**config.mk**
```make
export PLATFORM = sky130hd
export DESIGN_NAME = fetch_unit_flat
export DESIGN_NICKNAME = d
export VERILOG_FILES = /design/src/rtl/fetch_unit_if.sv /design/src/rtl/fetch_unit.sv /design/src/flat_wrapper.sv
export SDC_FILE = /design/constraint.sdc
export NUM_CORES = 1
export LEC_CHECK = 0
export CAP_MARGIN = 20
export CORE_MARGIN = 2
export CORE_UTILIZATION = 45
export DETAILED_ROUTE_END_ITERATION = 7
export PLACE_DENSITY = 0.78
export REMOVE_ABC_BUFFERS = 1
export SLEW_MARGIN = 30
export SYNTH_ARGS = -nofsm -noshare
export SYNTH_HDL_FRONTEND = slang
export SYNTH_SLANG_ARGS = --single-unit
```
**constraint.sdc**
```tcl
create_clock -name clk -period 3.9 [get_ports clk]
set_clock_uncertainty 0.2 [all_clocks]
set_input_delay 0.78 -clock clk [delete_from_list [all_inputs] [get_ports clk]]
set_output_delay 0.78 -clock clk [all_outputs]
set_load 0.05 [all_outputs]
```
**src/rtl/fetch_unit_if.sv**
```systemverilog
// Fetch-stage signal bundle: control-unit handshake plus the instruction-memory read port.
// master = fetch unit, slave = control unit / memory side.
interface fetch_unit_if #(
  parameter int ADDR_W  = 10,
  parameter int INSTR_W = 16
);
  logic               PC_en;
  logic               bra;
  logic [ADDR_W-1:0]  BADR;
  logic               hlt;
  logic               ir_ack;
  logic               mem_rdy;
  logic [INSTR_W-1:0] mem_data;
  logic               mem_rd;
  logic [ADDR_W-1:0]  mem_addr;
  logic [ADDR_W-1:0]  PC;
  logic [INSTR_W-1:0] IR;
  logic               ir_valid;
  logic               halted;

  modport master (
    input  PC_en, bra, BADR, hlt, ir_ack, mem_rdy, mem_data,
    output mem_rd, mem_addr, PC, IR, ir_valid, halted
  );

  modport slave (
    output PC_en, bra, BADR, hlt, ir_ack, mem_rdy, mem_data,
    input  mem_rd, mem_addr, PC, IR, ir_valid, halted
  );
endinterface

```
**src/rtl/fetch_unit.sv**
```systemverilog
// Fetch stage: owns PC, reads instruction memory, presents IR with ir_valid/ir_ack; IR valid 1 cycle after mem_rdy.
// Backpressure: no new fetch is issued until the held IR is acked, flushed by a branch, or halted.
module fetch_unit #(
  parameter int                ADDR_W   = 10,
  parameter int                INSTR_W  = 16,
  parameter logic [ADDR_W-1:0] RESET_PC = '0
) (
  input  logic         clk,
  input  logic         reset,
  fetch_unit_if.master bus
);

  typedef enum logic [1:0] {IDLE, REQ, HOLD, HALT} state_t;

  state_t             state_q, state_d;
  logic [ADDR_W-1:0]  pc_q, pc_d;
  logic [ADDR_W-1:0]  pend_addr_q, pend_addr_d;
  logic [INSTR_W-1:0] ir_q, ir_d;
  logic               ir_valid_q, ir_valid_d;
  logic               mem_rd_q, mem_rd_d;
  logic               halted_q, halted_d;
  logic               flush_q, flush_d;
  logic               halt_pend_q, halt_pend_d;

  always_ff @(posedge clk or posedge reset) begin
    if (reset) begin
      state_q     <= IDLE;
      pc_q        <= RESET_PC;
      pend_addr_q <= '0;
      ir_q        <= '0;
      ir_valid_q  <= 1'b0;
      mem_rd_q    <= 1'b0;
      halted_q    <= 1'b0;
      flush_q     <= 1'b0;
      halt_pend_q <= 1'b0;
    end else begin
      state_q     <= state_d;
      pc_q        <= pc_d;
      pend_addr_q <= pend_addr_d;
      ir_q        <= ir_d;
      ir_valid_q  <= ir_valid_d;
      mem_rd_q    <= mem_rd_d;
      halted_q    <= halted_d;
      flush_q     <= flush_d;
      halt_pend_q <= halt_pend_d;
    end
  end

  always_comb begin
    state_d     = state_q;
    pc_d        = pc_q;
    pend_addr_d = pend_addr_q;
    ir_d        = ir_q;
    ir_valid_d  = ir_valid_q;
    mem_rd_d    = mem_rd_q;
    halted_d    = halted_q;
    flush_d     = flush_q;
    halt_pend_d = halt_pend_q;

    case (state_q)
      IDLE: begin
        if (bus.hlt) begin
          state_d  = HALT;
          halted_d = 1'b1;
        end else if (bus.bra) begin
          pc_d = bus.BADR;
        end else if (bus.PC_en) begin
          state_d  = REQ;
          mem_rd_d = 1'b1;
        end
      end

      REQ: begin
        // The read stays outstanding until memory answers; halts and branches are deferred to that point.
        if (bus.hlt || halt_pend_q) begin
          if (bus.mem_rdy) begin
            state_d     = HALT;
            mem_rd_d    = 1'b0;
            halted_d    = 1'b1;
            halt_pend_d = 1'b0;
            flush_d     = 1'b0;
          end else begin
            halt_pend_d = 1'b1;
          end
        end else if (bus.bra) begin
          if (bus.mem_rdy) begin
            pc_d    = bus.BADR;
            flush_d = 1'b0;
          end else begin
            pend_addr_d = bus.BADR;
            flush_d     = 1'b1;
          end
        end else if (bus.mem_rdy) begin
          if (flush_q) begin
            pc_d    = pend_addr_q;
            flush_d = 1'b0;
          end else begin
            ir_d       = bus.mem_data;
            ir_valid_d = 1'b1;
            pc_d       = pc_q + ADDR_W'(1);
            mem_rd_d   = 1'b0;
            state_d    = HOLD;
          end
        end
      end

      HOLD: begin
        if (bus.hlt) begin
          ir_valid_d = 1'b0;
          halted_d   = 1'b1;
          state_d    = HALT;
        end else if (bus.bra) begin
          ir_valid_d = 1'b0;
          pc_d       = bus.BADR;
          state_d    = IDLE;
        end else if (bus.ir_ack) begin
          ir_valid_d = 1'b0;
          if (bus.PC_en) begin
            mem_rd_d = 1'b1;
            state_d  = REQ;
          end else begin
            state_d  = IDLE;
          end
        end
      end

      HALT: begin
      end

      default: state_d = IDLE;
    endcase
  end

  assign bus.mem_rd   = mem_rd_q;
  assign bus.mem_addr = pc_q;
  assign bus.PC       = pc_q;
  assign bus.IR       = ir_q;
  assign bus.ir_valid = ir_valid_q;
  assign bus.halted   = halted_q;

endmodule

```
**src/flat_wrapper.sv**
```systemverilog
// flat-port wrapper written by rule: the top's interface ports become plain ports
module fetch_unit_flat 
#(
  parameter int                ADDR_W   = 10,
  parameter int                INSTR_W  = 16,
  parameter logic [ADDR_W-1:0] RESET_PC = '0
)
  (clk, reset, bus_PC_en, bus_bra, bus_BADR, bus_hlt, bus_ir_ack, bus_mem_rdy, bus_mem_data, bus_mem_rd, bus_mem_addr, bus_PC, bus_IR, bus_ir_valid, bus_halted);
  fetch_unit_if #(.ADDR_W(ADDR_W), .INSTR_W(INSTR_W)) bus_i ();
  input  logic clk;
  input  logic reset;
  input wire logic [$bits(bus_i.PC_en)-1:0] bus_PC_en;
  input wire logic [$bits(bus_i.bra)-1:0] bus_bra;
  input wire logic [$bits(bus_i.BADR)-1:0] bus_BADR;
  input wire logic [$bits(bus_i.hlt)-1:0] bus_hlt;
  input wire logic [$bits(bus_i.ir_ack)-1:0] bus_ir_ack;
  input wire logic [$bits(bus_i.mem_rdy)-1:0] bus_mem_rdy;
  input wire logic [$bits(bus_i.mem_data)-1:0] bus_mem_data;
  output wire logic [$bits(bus_i.mem_rd)-1:0] bus_mem_rd;
  output wire logic [$bits(bus_i.mem_addr)-1:0] bus_mem_addr;
  output wire logic [$bits(bus_i.PC)-1:0] bus_PC;
  output wire logic [$bits(bus_i.IR)-1:0] bus_IR;
  output wire logic [$bits(bus_i.ir_valid)-1:0] bus_ir_valid;
  output wire logic [$bits(bus_i.halted)-1:0] bus_halted;
  assign bus_i.PC_en = bus_PC_en;
  assign bus_i.bra = bus_bra;
  assign bus_i.BADR = bus_BADR;
  assign bus_i.hlt = bus_hlt;
  assign bus_i.ir_ack = bus_ir_ack;
  assign bus_i.mem_rdy = bus_mem_rdy;
  assign bus_i.mem_data = bus_mem_data;
  assign bus_mem_rd = bus_i.mem_rd;
  assign bus_mem_addr = bus_i.mem_addr;
  assign bus_PC = bus_i.PC;
  assign bus_IR = bus_i.IR;
  assign bus_ir_valid = bus_i.ir_valid;
  assign bus_halted = bus_i.halted;
  fetch_unit #(.ADDR_W(ADDR_W), .INSTR_W(INSTR_W), .RESET_PC(RESET_PC)) u_core (.clk(clk), .reset(reset), .bus(bus_i));
endmodule
```
* Word-level counts from Yosys, hierarchy flattened
Cells that the tools add are included.
** Word-level totals
- Bits in registers :: 43
- Output and inout bits :: 39
** Cells by class
- Add/subtract/negate cells :: 1
- Equal/unequal tests :: 20
- Mux-type cells :: 49
- Bitwise gates (word level) :: 4
- Reduce and logical (&&, ||, !) cells :: 14
** Operators with widths (count)
- $mux 10 :: 7
- $mux 1 :: 26
- $mux 2 :: 11
- $ne 2x2->1 const B :: 10
- $pmux 10 s2 :: 1
- $add 10x1->10 const B :: 1
- $reduce_and 5->1 :: 2
- $ne 3x3->1 const B :: 3
- $reduce_and 9->1 :: 1
- $reduce_and 4->1 :: 2
- $reduce_and 7->1 :: 1
- $ne 2x1->1 const B :: 3
- $pmux 2 s3 :: 1
- $reduce_and 6->1 :: 1
- $ne 4x4->1 const B :: 1
- $not 1->1 :: 4
- $pmux 1 s2 :: 2
- $reduce_bool 2->1 :: 2
- $ne 3x2->1 const B :: 1
- $pmux 1 s3 :: 1
- $reduce_bool 3->1 :: 1
- $eq 2x1->1 const B :: 1
- $eq 2x2->1 const B :: 1
- $logic_not 2->1 :: 1
- 3 further kinds :: 3

* Longest topological paths before layout
Gate-level depths: netlist (run 1).
- Depth in word-level cells :: 6
- Gate-level depth with buffers :: 8

* Worst setup path after synthesis (run 1)
Ideal clock, no wire load.
- Path type :: input to register
- Start point :: in bus_mem_rdy
- End point :: reg u_core.pc_q[5] (netlist: u_core.bus.PC[5])
- Library setup time :: 0.087 ns
- Arrival time :: 1.984 ns
- Data required time :: 3.613 ns
- Slack :: 1.629 ns
- Cell stages on the path :: 6
- Path buffers :: 2
- Path through :: buf_4 > or3b_4 > a221oi_4 > buf_4 > o311ai_1 > o211ai_1
** On the way
- Cells in the longest elaborated chain, start to end :: 2
** RTL lines
- start: declaration :: RTL line flat_wrapper.sv:17 : input wire logic [$bits(bus_i.mem_rdy)-1:0] bus_mem_rdy;
- $ne 2x2->1 (no line)
- $reduce_and 5->1 (no line)
- end signal: assignment :: RTL line fetch_unit.sv:38 : pc_q <= pc_d;
- end: declaration :: RTL line fetch_unit.sv:16 : logic [ADDR_W-1:0] pc_q, pc_d;
Every way passes these cells.
A chain may end at the register's enable or synchronous reset.

* Worst setup path after layout (run 1)
- Start point :: in bus_hlt
- End point :: reg u_core.pc_q[5] (netlist: u_core.bus.PC[5])
** On the way
- Cells in the longest elaborated chain, start to end :: 3
- Elaborated cells on any way between the ends :: 4
- Classes of those cells :: 2 x eq/ne; 2 x reduce/logical
** RTL lines
- start: declaration :: RTL line flat_wrapper.sv:15 : input wire logic [$bits(bus_i.hlt)-1:0] bus_hlt;
- $logic_or 1x1->1 :: RTL line fetch_unit.sv:75 : if (bus.hlt || halt_pend_q) begin
- $ne 2x2->1 (no line)
- $reduce_and 5->1 (no line) *
Every way passes the cells marked *; elsewhere a longest branch is shown, timed or not.

==> results of run 1 <==
## worst max-delay path: stages
cell	delay (ps)
clkdlybuf4s50_1	600
or3b_4	500
a221oi_4	580
buf_4	280
o311ai_1	110
o211ai_1	110
## how the worst max path moves through the flow
stage                     startpoint          endpoint  cells after the start
floorplan           u_core.bus.PC[2]  u_core.bus.PC[7]                      4
global placement             bus_hlt  u_core.bus.IR[3]                      4
detailed placement           bus_hlt  u_core.bus.IR[9]                      4
CTS                          bus_hlt  u_core.bus.PC[5]                      6
global route                 bus_hlt  u_core.bus.PC[5]                      6
finish                       bus_hlt  u_core.bus.PC[5]                      6
## logic make-up after synthesis
| kind of cell | count (synthesis) | share of synthesized area |
|---|---|---|
| AOI/OAI and AO/OA | 51 | 0.158 |
| and+or+nand+nor | 49 | 0.106 |
| DFF | 43 | 0.468 |
| buffers and inverters | 32 | 0.0756 |
| muxes | 32 | 0.153 |
| adders and majority gates | 5 | 0.0272 |
| xor gates and xnor gates | 3 | 0.0114 |
## layout by cell type (no fill, tap or decap), drive strengths merged, types with 2 or more instances in the layout
| master | netlist | layout |
|---|---|---|
| a221oi | 3 | 3 |
| ha | 5 | 5 |
| o211ai | 2 | 2 |
| a31oi | 5 | 5 |
| xor2 | 2 | 2 |
| mux2i | 6 | 6 |
| or3 | 3 | 3 |
| nand2 | 14 | 14 |
| o21a | 2 | 2 |
| nand4 | 3 | 3 |
| o21ai | 15 | 15 |
| o31ai | 3 | 3 |
| nor3 | 2 | 2 |
| dfrtp | 43 | 43 |
| nand2b | 5 | 5 |
| or4 | 2 | 2 |
| nor2 | 11 | 11 |
| clkbuf | 6 | 6 |
| a31o | 3 | 3 |
| a22oi | 2 | 2 |
| a21o | 2 | 2 |
| a21oi | 5 | 5 |
| buf | 17 | 3 |
| inv | 9 | 9 |
| mux2 | 26 | 26 |
| clkdlybuf4s50 | 0 | 71 |
| nand3 | 6 | 6 |
## registers in the layout, summed over array words and instances, names as in the netlist
signal and flops:
u_core.pend_addr_q 10, u_core.bus.halted 1, u_core.bus.ir_valid 1, u_core.flush_q 1
u_core.bus.IR 16, u_core.halt_pend_q 1, u_core.bus.PC 10, u_core.bus.mem_rd 1
u_core.state_q 2
## routing by layer
layer	vias up	global-route usage
li1	886	-
met1	907	0.234
met2	67	0.307
met3	5	0.0767
met4	0	0.0468
met5	-	0
## metrics by stage
| stage | area [um2] | std cells | utilization |
|---|---|---|---|
| floorplan | 2160 | 192 | - |
| global placement | 2980 | 336 | 0.595 |
| detailed placement | 2980 | 336 | 0.595 |
| CTS | 3080 | 343 | 0.615 |
| global route | 3080 | 343 | 0.615 |
| finish | 3080 | 343 | 0.615 |
## final cells by class
| cell class | instances | area (um2) | area share |
|---|---|---|---|
| sequential | 43 | 1080 | 0.349 |
| inverter | 9 | 33.8 | 0.0110 |
| clock inverter | 1 | 30.0 | 0.00974 |
| tap | 70 | 87.6 | 0.0284 |
| timing repair buffer | 74 | 733 | 0.238 |
| multi-input combinational | 140 | 1050 | 0.341 |
| clock buffer | 6 | 72.6 | 0.0235 |
==> metrics.yaml, run 1 <==
synthesis:
  yosysWarnings: 0
  yosys.cell_types.count: 41
  yosysMostFrequentCell: "dfrtp_1"
  synth_edf_count: 0
  syn_area_um2: 2300
  synth-main-ff-cell: "dfrtp_1"
  synthCells: 215
  yosysSeqAreaShare: 0.468
  synth_area_per_cell_um2: 10.7
  netlist.area_leader.share: 0.468
  synth_seq_cells: 43
  synth_area_leaders: "dfrtp_1, mux2_2, buf_4, o21ai_0, ha_1"
  synth_top_area_cell: "dfrtp_1"
  async_flop_share: 1.00
  synth_commonest_cells: "dfrtp_1, mux2_2, o21ai_0"
timing:
  worst_slew_pin_slew_ps: 773
  setup_violations: 0
  timing_hold_violations_final: 0
  drv_slew: 0
  max_freq_ghz: 0.340
  timing.hold.ws_ps: 283
  slew_headroom: 0.483
  rsz0062_at_grt: "no"
  post-route-period-util: 0.754
  setup_slack_ps: 958
  final.min_clock_period_ps: 2940
  fin_setup_tns_ps: 0
drt:
  top_layer_used: "met4"
  vias: 1865
  wl_per_cell_um: 14.6
  via_per_inst: 5.44
  wl_met1_um: 2180
  first_pass_iters: 4
  drt_iter0_markers: 60
  routed-wl-met3_um: 447
  route.detailed.drc: 0
  route.met2.wl_um: 2340
  routed_wirelength_um: 5010
  detail-route-antenna-nets: 0
worst_hold_path:
  whs_path_depth: 1
  worst_hold_path_type: "flip-flop to flip-flop"
  hold_path_end: "u_core.bus.halted"
  holdCritStartpoint: "u_core.bus.halted"
final_layout:
  n_antenna_cell: 0
  drive_above_1_share: 0.154
  fin_nets: 311
  n_fill_cell: 419
  area_delta_synth_final_pct: 34.1
floorplanning:
  core_um2: 5010
  io_pins: 72
  die_area_um2: 5700
  num_rows: 26
  initial_utilization: 0.459
  die_w_um: 75.5
  die-height_um: 75.5
global_routing:
  grt_pass1_vias: 1813
  grt_overflow_total: 0
  grt_antenna_before_repair: 0
  grt_usage: 0.188
  grt_pass1_wl_um: 8180
  grt_max_degree: 44
setup_path:
  cp.required_ps: 3920
  cp-end-kind: "flip-flop"
  timing.rr.end: "u_core.bus.IR[3]"
  cp_data_arrival_time_ps: 2960
  worstRegToRegCells: 4
  worstPathMaxFanout: 12
  path_class: "primary input to flip-flop"
  rrSetupSlack_ps: 1240
  cp-start-kind: "primary input"
  timing.rr.start: "u_core.state_q[1]"
cts:
  cts_resized: 0
  cts_root_buf: "clkbuf_8"
  cts_setup_buffers: 0
  clkTransAtPathRegs_ps: 80
  ctsHoldBuffers: 0
  h-tree-depth: 2
  clk_latency_ps: 290
  cts_sinks: 43
  cts_tree: "built"
  cts_buffers: 5
  cts.path.max_buffers: 2
job:
  maxCapViolCount: 0
placed_design:
  pre_cts_ws_ps: 669
  gp_congestion: 0.793
  dp_hpwl_um: 3490
  io_buffers: 71
run_status:
  status: "complete, no violations"
Power of run 1 is not shown: default switching activity piles up to over one toggle a cycle in this logic, so the estimate is an artifact.
==> run 2, diff against run 1 <==
Settings changed: CORE_UTILIZATION 45 to 42, PLACE_DENSITY 0.78 to 0.76.
Clock period 3.9 ns to 2.4 ns, I/O delays scaled along.
==> metrics.yaml, run 2 (synthesis gave the netlist of run 1 again) <==
global_routing:
  grt_max_degree: 38
  grt_overflow_total: 0
  grt_pass1_vias: 1936
  grt_usage: 0.180
  grt_pass1_wl_um: 8760
  grt_antenna_before_repair: 0
final_layout:
  utilization: 0.613
  seqCellArea_um2: 1080
  fin_nets: 320
  drive_above_1_share: 0.187
  multiInputGateArea_um2: 1050
  largest_register_ffs: 16
  final_common_cell: "clkdlybuf4s50_1"
  n_fill_cell: 445
  area_delta_synth_final_pct: 38.7
  layout_common_cells: "clkdlybuf4s50_1, dfrtp_1, mux2_2, o21ai_0, nand2_1"
  n_antenna_cell: 0
power_and_ir_drop:
  ir_worst_vdd_mv: 0.868
  leakage_nw: 1.35
  power_density_nw_per_um2: 1630
cts:
  cts_resized: 0
  cts_sinks: 43
  ctsHoldBuffers: 0
  cts_setup_buffers: 0
  cts_tree: "built"
  cts.path.max_buffers: 2
  h-tree-depth: 2
  clkTransAtPathRegs_ps: 80
  cts_root_buf: "clkbuf_8"
  clk_latency_ps: 300
  cts_buffers: 5
timing:
  worst_slew_pin_slew_ps: 529
  post-route-period-util: 0.968
  timing_hold_violations_final: 0
  max_freq_ghz: 0.430
  final.min_clock_period_ps: 2320
  timing.hold.ws_ps: 225
  rsz0062_at_grt: "no"
  setup_violations: 0
  slew_headroom: 0.646
  drv_slew: 0
setup_path:
  cp_top_family: "buffers and inverters"
  path_cells: "clkdlybuf4s50_1"
  cp_data_arrival_time_ps: 1640
  slowest_stage: "clkdlybuf4s50_1"
  cp-start-kind: "flip-flop"
  cp-end-kind: "output pin"
  worstRegToRegCells: 5
  cp.required_ps: 1720
  worstPathMaxFanout: 8
  timing.rr.end: "u_core.bus.IR[2]"
  cpPeakStageDelay_ps: 860
  rrSetupSlack_ps: 270
  crit_buf_inv: 1
  timing.rr.start: "u_core.state_q[1]"
  path_class: "flip-flop to output pin"
drt:
  wl_per_cell_um: 14.6
  first_pass_iters: 4
  drt_iter0_markers: 67
  routed_wirelength_um: 5150
  detail-route-antenna-nets: 0
  via_per_inst: 5.33
  vias: 1883
  route.detailed.drc: 0
placed_design:
  io_buffers: 71
  gp_congestion: 0.791
  dp_hpwl_um: 3760
floorplanning:
  io_pins: 72
  initial_utilization: 0.442
  die-height_um: 78.0
  num_rows: 26
  core_um2: 5200
  die_w_um: 78.0
  die_area_um2: 6080
job:
  maxCapViolCount: 0
worst_hold_path:
  worst_hold_path_type: "primary input to asynchronous set/reset pin"
run_status:
  status: "complete, no violations"
## run 2: cell types whose count changed in the layout (fill, tap and decap cells not counted)
cell / previous run / this run
clkbuf_8: 5 / 6
clkinv_2: 0 / 1
buf_12: 0 / 2
clkbuf_1: 1 / 0
buf_4: 3 / 10
## run 2: area by class of cell
type,count,share of cell area
flip-flops and latches,43,0.337
multi-input cells,140,0.329
repair buffers,83,0.259
well taps,70,0.0275
clock buffers,6,0.0259
clock inverters,2,0.0110
inverters,9,0.0106
## run 2: how the worst max path moves through the flow
stage	start	end	slack, ps	depth (start not counted)
after floorplan	u_core.bus.PC[2]	u_core.bus.PC[7]	-70	4
after global placement	bus_mem_rdy	u_core.bus.PC[4]	-60	6
after detailed placement	bus_mem_rdy	u_core.bus.PC[4]	-60	6
after CTS	u_core.bus.PC[2]	bus_PC[2]	70	1
after global routing	u_core.bus.PC[5]	bus_PC[5]	20	1
final	u_core.bus.PC[5]	bus_PC[5]	80	1
## run 2: routing by layer
metal,share of wire,wire (um),GRT usage
met2,0.47,2430,0.299
met5,0,0,0
met1,0.42,2180,0.208
met4,0.018,91,0.0702
met3,0.088,452,0.0733
## run 2: power by group
part	leakage (nW)	switching [W]	internal (W)
Clock	0.0612	0.000254	0.000337
Sequential	0.515	0.000325	0.00108
Combinational	0.773	0.00195	0.00124
Total	1.35	0.00253	0.00266
## run 2: per-stage QoR
step | worst slack (ps) | std cells | power (W) | instance area (um2) | setup TNS (ps)
after floorplan | -71.0 | 192 | 0.00352 | 2160 | -168
after global placement | -60.1 | 345 | 0.00454 | 3070 | -282
after detailed placement | -61.1 | 345 | 0.00462 | 3070 | -353
after CTS | 68.7 | 353 | 0.00523 | 3190 | 0
after global routing | 22.8 | 353 | 0.00551 | 3190 | 0
final | 76.9 | 353 | 0.00520 | 3190 | 0
## run 2: worst reg2reg max path: cells and delay by family (launching register included)
family	cells	cell delay (ps)
buf+inv	2	350
flops	1	420
mux	1	280
simple gates	1	290
fa+ha+maj	1	480
Note: power is estimated with default switching activity, not from simulation.
